[config.mk]
export PLATFORM = sky130hd
export DESIGN_NAME = alu_nibble_seq
export DESIGN_NICKNAME = d
export VERILOG_FILES = /design/src/rtl/alu_nibble_seq.sv
export SDC_FILE = /design/constraint.sdc
export NUM_CORES = 1
export LEC_CHECK = 0
export ABC_AREA = 1
export CAP_MARGIN = 0
export CORE_MARGIN = 4
export CORE_UTILIZATION = 48
export DETAILED_ROUTE_END_ITERATION = 10
export PLACE_DENSITY = 0.8
export SYNTH_ARGS = -nofsm -noshare
export SYNTH_HDL_FRONTEND = slang
export SYNTH_SLANG_ARGS = --single-unit
[constraint.sdc]
create_clock -name clk -period 1.8 [get_ports clk]
set_input_delay 0.18 -clock clk [delete_from_list [all_inputs] [get_ports clk]]
set_output_delay 0.18 -clock clk [all_outputs]
set_load 0.03 [all_outputs]
[src/rtl/alu_nibble_seq.sv]
// alu_nibble_seq: multi-precision sequencer around a 4-bit combinational ALU.
// Takes one wide operation over a valid/ready command port. Drives the ALU
// one nibble per cycle, LSB nibble first, with optional carry chaining.
// Returns the assembled result and flags over a valid/ready result port.
// Optional feature macro: ALU_SEQ_FLAGS_EN builds the res_eq/res_zero flags.
// When it is undefined, both flags are tied to 0.
module alu_nibble_seq #(
    parameter int unsigned NIB = 4
) (
    input  logic               clk,
    input  logic               rst_n,
    input  logic               cmd_valid,
    output logic               cmd_ready,
    input  logic [4*NIB-1:0]   cmd_a,
    input  logic [4*NIB-1:0]   cmd_b,
    input  logic [3:0]         cmd_sel,
    input  logic               cmd_m,
    input  logic               cmd_cin,
    input  logic               cmd_chain,
    output logic [3:0]         alu_in1,
    output logic [3:0]         alu_in2,
    output logic [3:0]         alu_sel,
    output logic               alu_m,
    output logic               alu_cin,
    input  logic [3:0]         alu_out,
    input  logic               alu_cout,
    input  logic               alu_comp,
    output logic               res_valid,
    input  logic               res_ready,
    output logic [4*NIB-1:0]   res_data,
    output logic               res_cout,
    output logic               res_eq,
    output logic               res_zero
);

    localparam int unsigned W  = 4 * NIB;
    localparam int unsigned CW = 4;

    typedef enum logic [1:0] {
        IDLE = 2'd0,
        EXEC = 2'd1,
        DONE = 2'd2
    } state_t;

    state_t         state_q, state_d;
    logic [CW-1:0]  cnt_q, cnt_d;
    logic [W-1:0]   a_q, a_d;
    logic [W-1:0]   b_q, b_d;
    logic [W-1:0]   data_q, data_d;
    logic [3:0]     sel_q, sel_d;
    logic           m_q, m_d;
    logic           cin_q, cin_d;
    logic           chain_q, chain_d;
    logic           carry_q, carry_d;
    logic           cout_q, cout_d;
    logic [3:0]     nib_a, nib_b;

`ifdef ALU_SEQ_FLAGS_EN
    logic           eq_q, eq_d;
`else
    logic           unused_comp;
    assign unused_comp = alu_comp;
`endif

    // State and datapath registers; async reset returns everything to idle values.
    always_ff @(posedge clk or negedge rst_n) begin
        if (!rst_n) begin
            state_q <= IDLE;
            cnt_q   <= '0;
            a_q     <= '0;
            b_q     <= '0;
            data_q  <= '0;
            sel_q   <= '0;
            m_q     <= 1'b0;
            cin_q   <= 1'b0;
            chain_q <= 1'b0;
            carry_q <= 1'b0;
            cout_q  <= 1'b0;
        end else begin
            state_q <= state_d;
            cnt_q   <= cnt_d;
            a_q     <= a_d;
            b_q     <= b_d;
            data_q  <= data_d;
            sel_q   <= sel_d;
            m_q     <= m_d;
            cin_q   <= cin_d;
            chain_q <= chain_d;
            carry_q <= carry_d;
            cout_q  <= cout_d;
        end
    end

`ifdef ALU_SEQ_FLAGS_EN
    // Running AND of per-nibble equality.
    always_ff @(posedge clk or negedge rst_n) begin
        if (!rst_n) begin
            eq_q <= 1'b0;
        end else begin
            eq_q <= eq_d;
        end
    end
`endif

    // Next-state, ALU drive and handshake outputs.
    // EXEC spends cnt=0 as a turnaround cycle after accept (ALU drive idle).
    // Counts 1..NIB present nibble cnt-1, giving the NIB+1 edge latency.
    always_comb begin
        state_d   = state_q;
        cnt_d     = cnt_q;
        a_d       = a_q;
        b_d       = b_q;
        data_d    = data_q;
        sel_d     = sel_q;
        m_d       = m_q;
        cin_d     = cin_q;
        chain_d   = chain_q;
        carry_d   = carry_q;
        cout_d    = cout_q;
`ifdef ALU_SEQ_FLAGS_EN
        eq_d      = eq_q;
`endif
        cmd_ready = 1'b0;
        res_valid = 1'b0;
        alu_in1   = '0;
        alu_in2   = '0;
        alu_sel   = '0;
        alu_m     = 1'b0;
        alu_cin   = 1'b0;
        nib_a     = '0;
        nib_b     = '0;

        for (int unsigned i = 0; i < NIB; i++) begin
            if (cnt_q == CW'(i + 1)) begin
                nib_a = a_q[4*i +: 4];
                nib_b = b_q[4*i +: 4];
            end
        end

        case (state_q)
            IDLE: begin
                cmd_ready = 1'b1;
                if (cmd_valid) begin
                    a_d     = cmd_a;
                    b_d     = cmd_b;
                    sel_d   = cmd_sel;
                    m_d     = cmd_m;
                    cin_d   = cmd_cin;
                    chain_d = cmd_chain;
                    cnt_d   = '0;
                    data_d  = '0;
                    carry_d = 1'b0;
`ifdef ALU_SEQ_FLAGS_EN
                    eq_d    = 1'b1;
`endif
                    state_d = EXEC;
                end
            end
            EXEC: begin
                cnt_d = cnt_q + 1'b1;
                if (cnt_q != '0) begin
                    alu_in1 = nib_a;
                    alu_in2 = nib_b;
                    alu_sel = sel_q;
                    alu_m   = m_q;
                    alu_cin = (cnt_q == CW'(1) || !chain_q) ? cin_q : carry_q;
                    for (int unsigned i = 0; i < NIB; i++) begin
                        if (cnt_q == CW'(i + 1)) begin
                            data_d[4*i +: 4] = alu_out;
                        end
                    end
                    carry_d = alu_cout;
`ifdef ALU_SEQ_FLAGS_EN
                    eq_d    = eq_q & alu_comp;
`endif
                    if (cnt_q == CW'(NIB)) begin
                        cout_d  = alu_cout;
                        state_d = DONE;
                    end
                end
            end
            DONE: begin
                res_valid = 1'b1;
                if (res_ready) begin
                    state_d = IDLE;
                end
            end
            default: begin
                state_d = IDLE;
            end
        endcase
    end

    assign res_data = data_q;
    assign res_cout = cout_q;

`ifdef ALU_SEQ_FLAGS_EN
    assign res_eq   = eq_q;
    assign res_zero = (data_q == '0);
`else
    assign res_eq   = 1'b0;
    assign res_zero = 1'b0;
`endif

endmodule

# Word level (Yosys, flattened, before mapping)
# Index checks and enable logic that the tools add are counted.
word_totals:
  regBits: 63
  in_bits: 49
  out_inout_bits: 35
classes:
  add_sub_neg: 1
  eq_ne: 13
  n_mux: 38
  n_reduce_logical: 14
ops:
  columns: ["operator", "count"]
  rows:
  - ["two-way mux 4 bit", 19]
  - ["two-way mux 16 bit", 2]
  - ["case mux 16 bit (2 select lines)", 1]
  - ["AND reduction 4 bit", 5]
  - ["!= test 2 bit, second input constant", 7]
  - ["two-way mux 1 bit", 9]
  - ["== test 4 x 2 -> 1 bit, second input constant", 2]
  - ["two-way mux 2 bit", 4]
  - ["case mux 4 bit (2 select lines)", 1]
  - ["case mux 2 bit (3 select lines)", 1]
  - ["AND reduction 3 bit", 2]
  - ["adder 4 x 1 -> 4 bit, second input constant", 1]
  - ["== test 4 x 1 -> 1 bit, second input constant", 1]
  - ["== test 4 x 3 -> 1 bit, second input constant", 1]
  - ["AND reduction 2 bit", 2]
  - ["nonzero test 4 bit", 1]
  - ["== test 2 x 1 -> 1 bit, second input constant", 1]
  - ["== test 2 bit, second input constant", 1]
  - ["zero test 2 bit", 1]
  - ["case mux 1 bit (2 select lines)", 1]
  - ["nonzero test 2 bit", 1]
  - ["zero test 1 bit", 1]
  - ["logical OR 1 bit", 1]

# Logic depth before layout (Yosys ltp)
# Gate-level depths: netlist of the first run.
logic_depth:
  ltp_word: 7
  mapped_depth: 9

# Worst setup path before layout of the first run
# OpenSTA, ideal clock, no wires.
synth_path:
  path_kind: "register -> output"
  from: "register cnt_q[0]"
  to: "output port alu_in1[0]"
  t_arrival_ns: 1.747
  setup_slack_ns: -0.127
  stages_incl_launch_ff: 9
  cell_sequence: "dfrtp_1 > inv_1 > ha_1 > buf_2 > clkbuf_1 > nand3_1 > nand2_1 > nand2_1 > a21oi_1"
synth_between:
  elab_chain_len: 7
  word_cells_on_any_way: 11
  cone_classes: "4 x eq/ne; 6 x mux; 1 x reduce/logical"
synth_rtl:
  columns: ["item", "line", "source"]
  rows:
  - ["from (decl)", "46", "logic [CW-1:0] cnt_q, cnt_d;"]
  - ["from (signal assigned)", "81", "cnt_q <= cnt_d;"]
  - ["== test 4 x 1 -> 1 bit", "134", "if (cnt_q == CW'(i + 1)) begin"]
  - ["two-way mux 4 bit (4 in series)", "134", null]
  - ["two-way mux 4 bit *", "161", "if (cnt_q != '0) begin"]
  - ["two-way mux 4 bit *", "140", "case (state_q)"]
  - ["to (decl)", "20", "output logic [3:0] alu_in1,"]
# Mark *: on every way between the ends. The rest lies on a longest branch, timed or not.

# Worst setup path after layout of the first run
layout_path:
  from: "register cnt_q[1]"
  to: "output port alu_in2[0]"
layout_between:
  elab_chain_len: 7
  word_cells_on_any_way: 11
  cone_classes: "4 x eq/ne; 6 x mux; 1 x reduce/logical"
layout_rtl:
  columns: ["item", "line", "source"]
  rows:
  - ["== test 4 x 1 -> 1 bit", "134", null]
  - ["two-way mux 4 bit (4 in series)", "134", null]
  - ["two-way mux 4 bit *", "161", null]
  - ["two-way mux 4 bit *", "140", null]
  - ["to (decl)", "21", "output logic [3:0] alu_in2,"]
# Marked as above.

==> reports/metrics.csv, run 1 <==
metric,value,unit
1st-pass router iterations,5,
post-route cell area,0.004581,mm2
DRC violations left,0,
H-tree level count,3,
DR WL/cell,14.77,um
Setup crit end kind,output pin,
clk root buf,clkbuf_8,
core area,0.006314,mm2
R2R cell count,10,
CP Data Arrival Time,1.80,ns
maxcap violations,0,
"Remaining Overflow, GRT",0,
nets,559,
WL final,8686,um
Setup Viol. Count Final,12,
fmax,0.5054,GHz
Clock transition at path regs,0.07,ns
WHS,0.3696,ns
All-Layer GR Usage,0.2175,
initial drt markers,223,
post-synth top area share,0.5083,
final setup margin,-0.1788,ns
critical path type,reg -> out,
Slew Limit Fails,0,
LEAKAGE,0.002298,uW
ranking of synthesized cells by area,"dfrtp_1 51%, nand2_1 20%, nand3_1 6.9%",
hold_sp,cmd_b[9],
Netlist Area Pre-Place,0.003102,mm2
register area share after synthesis,0.5083,
Pwr Density,1955,mW/mm2
CTS tree,built,
DP Wirelength,5685,um
layout cells sized above 1,0.1957,
Clock Sinks,63,
FP Rows,29,
antenna violations before repair,0,
critical-path maximum fanout,6,
die area,0.007812,mm2
r2r endpoint,res_data[13],
RSZ-0062 raised after global routing,true,
Area Growth Syn to Fin,47.68,%
clk buf depth,2,
final hold vios,0,
post-layout minimum cycle time,1.979,ns
Synth Instances,406,
CTS buffer count,9,
IO Pins,84,
die span in x,88.39,um
warnings from Yosys,0,
Detail Route Antenna Nets,0,
clk_lat worst skew,0.34,ns
RR Startpoint,cnt_q[3],
"area leader, netlist",dfrtp_1,
Post-Syn Area per Cell,7.640,um2
die height,88.39,um
IO Port Bufs,80,
#FFs+latches synth,63,
GP Congestion,0.7958,
vias in the first global route,2818,
Worst Skew,0.006326,ns
reg2reg setup slack,0.10,ns
"commonest non-fill, non-tap cell in the layout",nand2_1,
HP Class,in -> reg,
WHS Path Cells,3,
DR vias,3000,
failing checks,setup timing,
run status,finished with violations,
most frequent cells in the layout,"161 x nand2_1, 63 x clkdlybuf4s50_1, 60 x dfrtp_1",
Worst Path Required,1.62,ns
Post-DP Area,0.004034,mm2
synth unique cells,24,
first-pass GRT wire length,13060,um
Hold Path End,b_q[9],
largest net degree at the start of global routing,64,
crit share post-route,1.099,
drt via density,5.102,
n_diodes,0,
Max VDD drop,1.086,mV
starting density of the core,0.4913,
startpoint types,flop,
stage by stage:
stage	setup WS (ns)	util	setup TNS (ns)	power, uW	std cells
4_1_cts	-0.1237	0.6912	-0.8488	8271	579
3_3_place_gp	0.1825	0.6389	0	6591	558
2_1_floorplan	0.01926	-	0	5227	407
5_1_grt	-0.2683	0.7255	-2.356	9564	588
6_report	-0.1788	0.7255	-1.411	8955	588
3_5_place_dp	0.05683	0.6389	0	6748	558
what timing repair did:
action	4_1_cts	5_1_grt
endpoints found under the hold margin	63	0
resized for setup	30	35
hold buffers	1	0
pin swaps	3	17
buffers inserted	4	6
endpoints found under the setup margin	15	15
cloned	0	3
per-layer routing:
| metal | up-vias | part of all wire | routed length, um | track usage |
|---|---|---|---|---|
| li1 | 1467 | - | - | - |
| met1 | 1392 | 0.39 | 3406 | 0.2741 |
| met2 | 119 | 0.52 | 4497 | 0.3725 |
| met3 | 22 | 0.073 | 635 | 0.05866 |
| met4 | 0 | 0.017 | 148 | 0.05495 |
| met5 | - | 0 | 0 | 0 |
registers in the layout (all words and copies together), names as in the netlist:
register	flops
a_q	16
res_data	16
state_q	2
res_cout	1
cnt_q	4
b_q	16
m_q	1
sel_q	4
carry_q	1
chain_q	1
cin_q	1
cells in the mapped netlist:
cell and count:
clkbuf_1 1, nand3_2 1, nand3_1 43, a21oi_1 10, nand2_4 2, buf_1 1
buf_2 12, nor2_1 23, inv_1 32, nand2_2 1, o21ai_0 31, nor2_8 1
inv_2 3, buf_4 4, xnor2_1 1, nor2_4 1, buf_6 1, o31ai_1 1
clkbuf_2 1, conb_1 1, nand2_1 167, or2_2 1, dfrtp_1 63, ha_1 4
layout make-up:
class	count	area [um2]
fillers	466	1733
flip-flops and latches	63	1580
multi-input cells	289	1449
repair buffers	108	1124
clock buffers	12	145.1
inverters	35	141.4
well taps	77	96.34
clock inverters	4	45.04
power breakdown:
| part | total [uW] | leakage, uW | switching (uW) | internal (uW) |
|---|---|---|---|---|
| registers | 2460 | 0.000784 | 383 | 2080 |
| logic | 5280 | 0.00141 | 3160 | 2120 |
| clock network | 1220 | 0.000100 | 543 | 672 |
worst max-delay path by stage:
| stage | to | start |
|---|---|---|
| after floorplan | alu_in1[0] | cnt_q[0] |
| after global placement | alu_in1[1] | cnt_q[2] |
| after detailed placement | alu_in2[2] | cnt_q[1] |
| after CTS | alu_in1[1] | cnt_q[0] |
| after global routing | alu_in1[3] | cnt_q[0] |
| final | alu_in2[0] | cnt_q[1] |
logic make-up (layout without fill, tap and decap cells):
group | count (synthesis) | in the layout | synth area share
flops | 63 | 63 | 0.5083
xor+xnor | 1 | 1 | 0.002824
compound gates | 42 | 42 | 0.06858
simple gates | 240 | 240 | 0.3239
other cells | 1 | 2 | 0.001209
fa+ha+maj | 4 | 4 | 0.01614
buf+inv | 55 | 159 | 0.07906
worst max-delay path, stage by stage (launching register included):
cell,delay (ns)
dfrtp_2,0.46
ha_4,0.21
clkbuf_16,0.16
nor2_4,0.10
nand3_1,0.08
nand2_1,0.09
nand2_1,0.07
a21oi_2,0.16
buf_6,0.15
Note: power is estimated with default switching activity, not from simulation.
==> run 2: changes to the inputs <==
Settings changed: CELL_PAD_IN_SITES_DETAIL_PLACEMENT set to 0, CELL_PAD_IN_SITES_GLOBAL_PLACEMENT set to 1, CORE_MARGIN 4 to unset, CORE_UTILIZATION 48 to 34, PLACE_DENSITY 0.8 to unset, PLACE_DENSITY_LB_ADDON set to 0.1.
==> run 2 against run 1 <==
  * The flow still finishes with violations (setup timing)
  * Critical path depth is the same
  * First-iteration DRC count down 66%
  * Flip-flop and latch count stayed put
  * Count of clock-buffer cells in the layout is 2 higher
  * Wire length decreased by 11%
  * Critical path type unchanged
  * Largest cell class unchanged
==> reports/metrics.csv, run 2 (synthesis gave the netlist of run 1 again) <==
metric,value,unit
met1 wire length,3603,um
Clock Sinks,63,
clk_lat worst skew,0.33,ns
Top Metal Used,met4,
Pwr Density,1837,mW/mm2
HP Class,in -> async,
WL final,7764,um
crit share post-route,1.059,
core area,0.008763,mm2
post-layout minimum cycle time,1.906,ns
reg2reg setup slack,0.25,ns
"Cell Chain, Critical Path",inv_4 -> ha_4 -> nand3_4 -> buf_12 -> nand2_1 -> inv_1 -> a21oi_2 -> buf_6,
failing checks,setup timing,
layout cells sized above 1,0.1687,
DR WL/cell,12.69,um
IO Port Bufs,80,
"commonest non-fill, non-tap cell in the layout",nand2_1,
maxcap violations,0,
RR Startpoint,state_q[0],
run status,finished with violations,
startpoint types,flop,
clk root buf,clkbuf_8,
die span in x,97.51,um
Clock transition at path regs,0.07,ns
IO Pins,84,
final hold vios,0,
die height,97.51,um
Worst path max stage delay,0.46,ns
Worst Path Required,1.62,ns
All-Layer GR Usage,0.1713,
DRC violations left,0,
"Remaining Overflow, GRT",0,
GP Congestion,0.7426,
first-pass GRT wire length,12890,um
initial drt markers,75,
R2R cell count,7,
FP Rows,34,
clk buf depth,2,
Setup crit end kind,output pin,
metal3 WL,309,um
Area Growth Syn to Fin,43.97,%
n_diodes,0,
critical-path maximum fanout,18,
antenna violations before repair,0,
nets,553,
final setup margin,-0.1062,ns
Setup Viol. Count Final,9,
die area,0.009508,mm2
"Slowest-stage cell, CP",dfrtp_2,
CP Data Arrival Time,1.73,ns
largest net degree at the start of global routing,39,
CTS tree,built,
Worst Skew,0.009985,ns
H-tree level count,3,
DR vias,2789,
fmax,0.5246,GHz
DP Wirelength,5617,um
RSZ-0062 raised after global routing,true,
most frequent cells in the layout,"163 x nand2_1, 63 x clkdlybuf4s50_1, 61 x dfrtp_1",
Detail Route Antenna Nets,0,
Slew Limit Fails,0,
vias in the first global route,2783,
metal2 WL,3758,um
Max VDD drop,0.6640,mV
CTS buffer count,9,
starting density of the core,0.3539,
critical path type,reg -> out,
LEAKAGE,0.002222,uW
post-layout util,0.5096,
r2r endpoint,res_data[3],
TNS Setup,-0.7569,ns
1st-pass router iterations,6,
drt via density,4.557,
run 2: per-stage QoR:
stage	hold slack [ns]	total power [uW]	std cells	area, um2	worst slack, ns
2_1_floorplan	-0.1156	5227	407	3136	0.01926
3_3_place_gp	-0.0004628	6689	590	4093	0.1263
3_5_place_dp	0.0003696	6735	590	4093	0.1066
4_1_cts	0.1934	8123	610	4390	-0.1227
5_1_grt	0.1893	8884	612	4466	-0.1907
6_report	0.1881	8201	612	4466	-0.1062
run 2: layout make-up:
class | count | area, um2
Timing Repair Buffer | 102 | 1039
Clock inverter | 1 | 5.005
Sequential cell | 63 | 1579
Clock buffer | 14 | 152.6
Fill cell | 867 | 4298
Inverter | 35 | 136.4
Tap cell | 108 | 135.1
Multi-Input combinational cell | 289 | 1419
run 2: power by group:
group	internal (uW)	leakage (uW)	total [uW]	switching [uW]
Combinational	1860	0.00136	4720	2860
Sequential	2080	0.000786	2440	361
Clock	531	0.0000805	1050	514
run 2: how the worst max path moves through the flow:
| stage | start | to |
|---|---|---|
| after floorplan | cnt_q[0] | alu_in1[0] |
| after global placement | cnt_q[1] | alu_cin |
| after detailed placement | cnt_q[1] | alu_cin |
| after CTS | cnt_q[1] | alu_in1[2] |
| after global routing | cnt_q[1] | alu_in2[2] |
| final | cnt_q[1] | alu_in1[2] |
run 2: repair_timing:
action                                  4_1_cts  5_1_grt
resized for setup                            33       17
hold buffers                                  1        0
pin swaps                                    13       11
setup buffers                                 3        2
gates cloned                                  1        0
endpoints found under the hold margin        63        0
endpoints found under the setup margin       15       15
run 2: layer usage:
metal	GRT usage	vias up
met3	0.03957	11
met2	0.2926	54
met5	0	-
li1	-	1449
met4	0.04751	0
met1	0.2164	1275
run 2: critical path, delay by kind of cell, from the launching register on:
family / cells / cell delay (ns)
flip-flops: 1 / 0.46
buffers and inverters: 4 / 0.45
adder cells (fa/ha/maj): 1 / 0.16
AO/OA/AOI/OAI: 1 / 0.16
AND/OR/NAND/NOR: 2 / 0.15
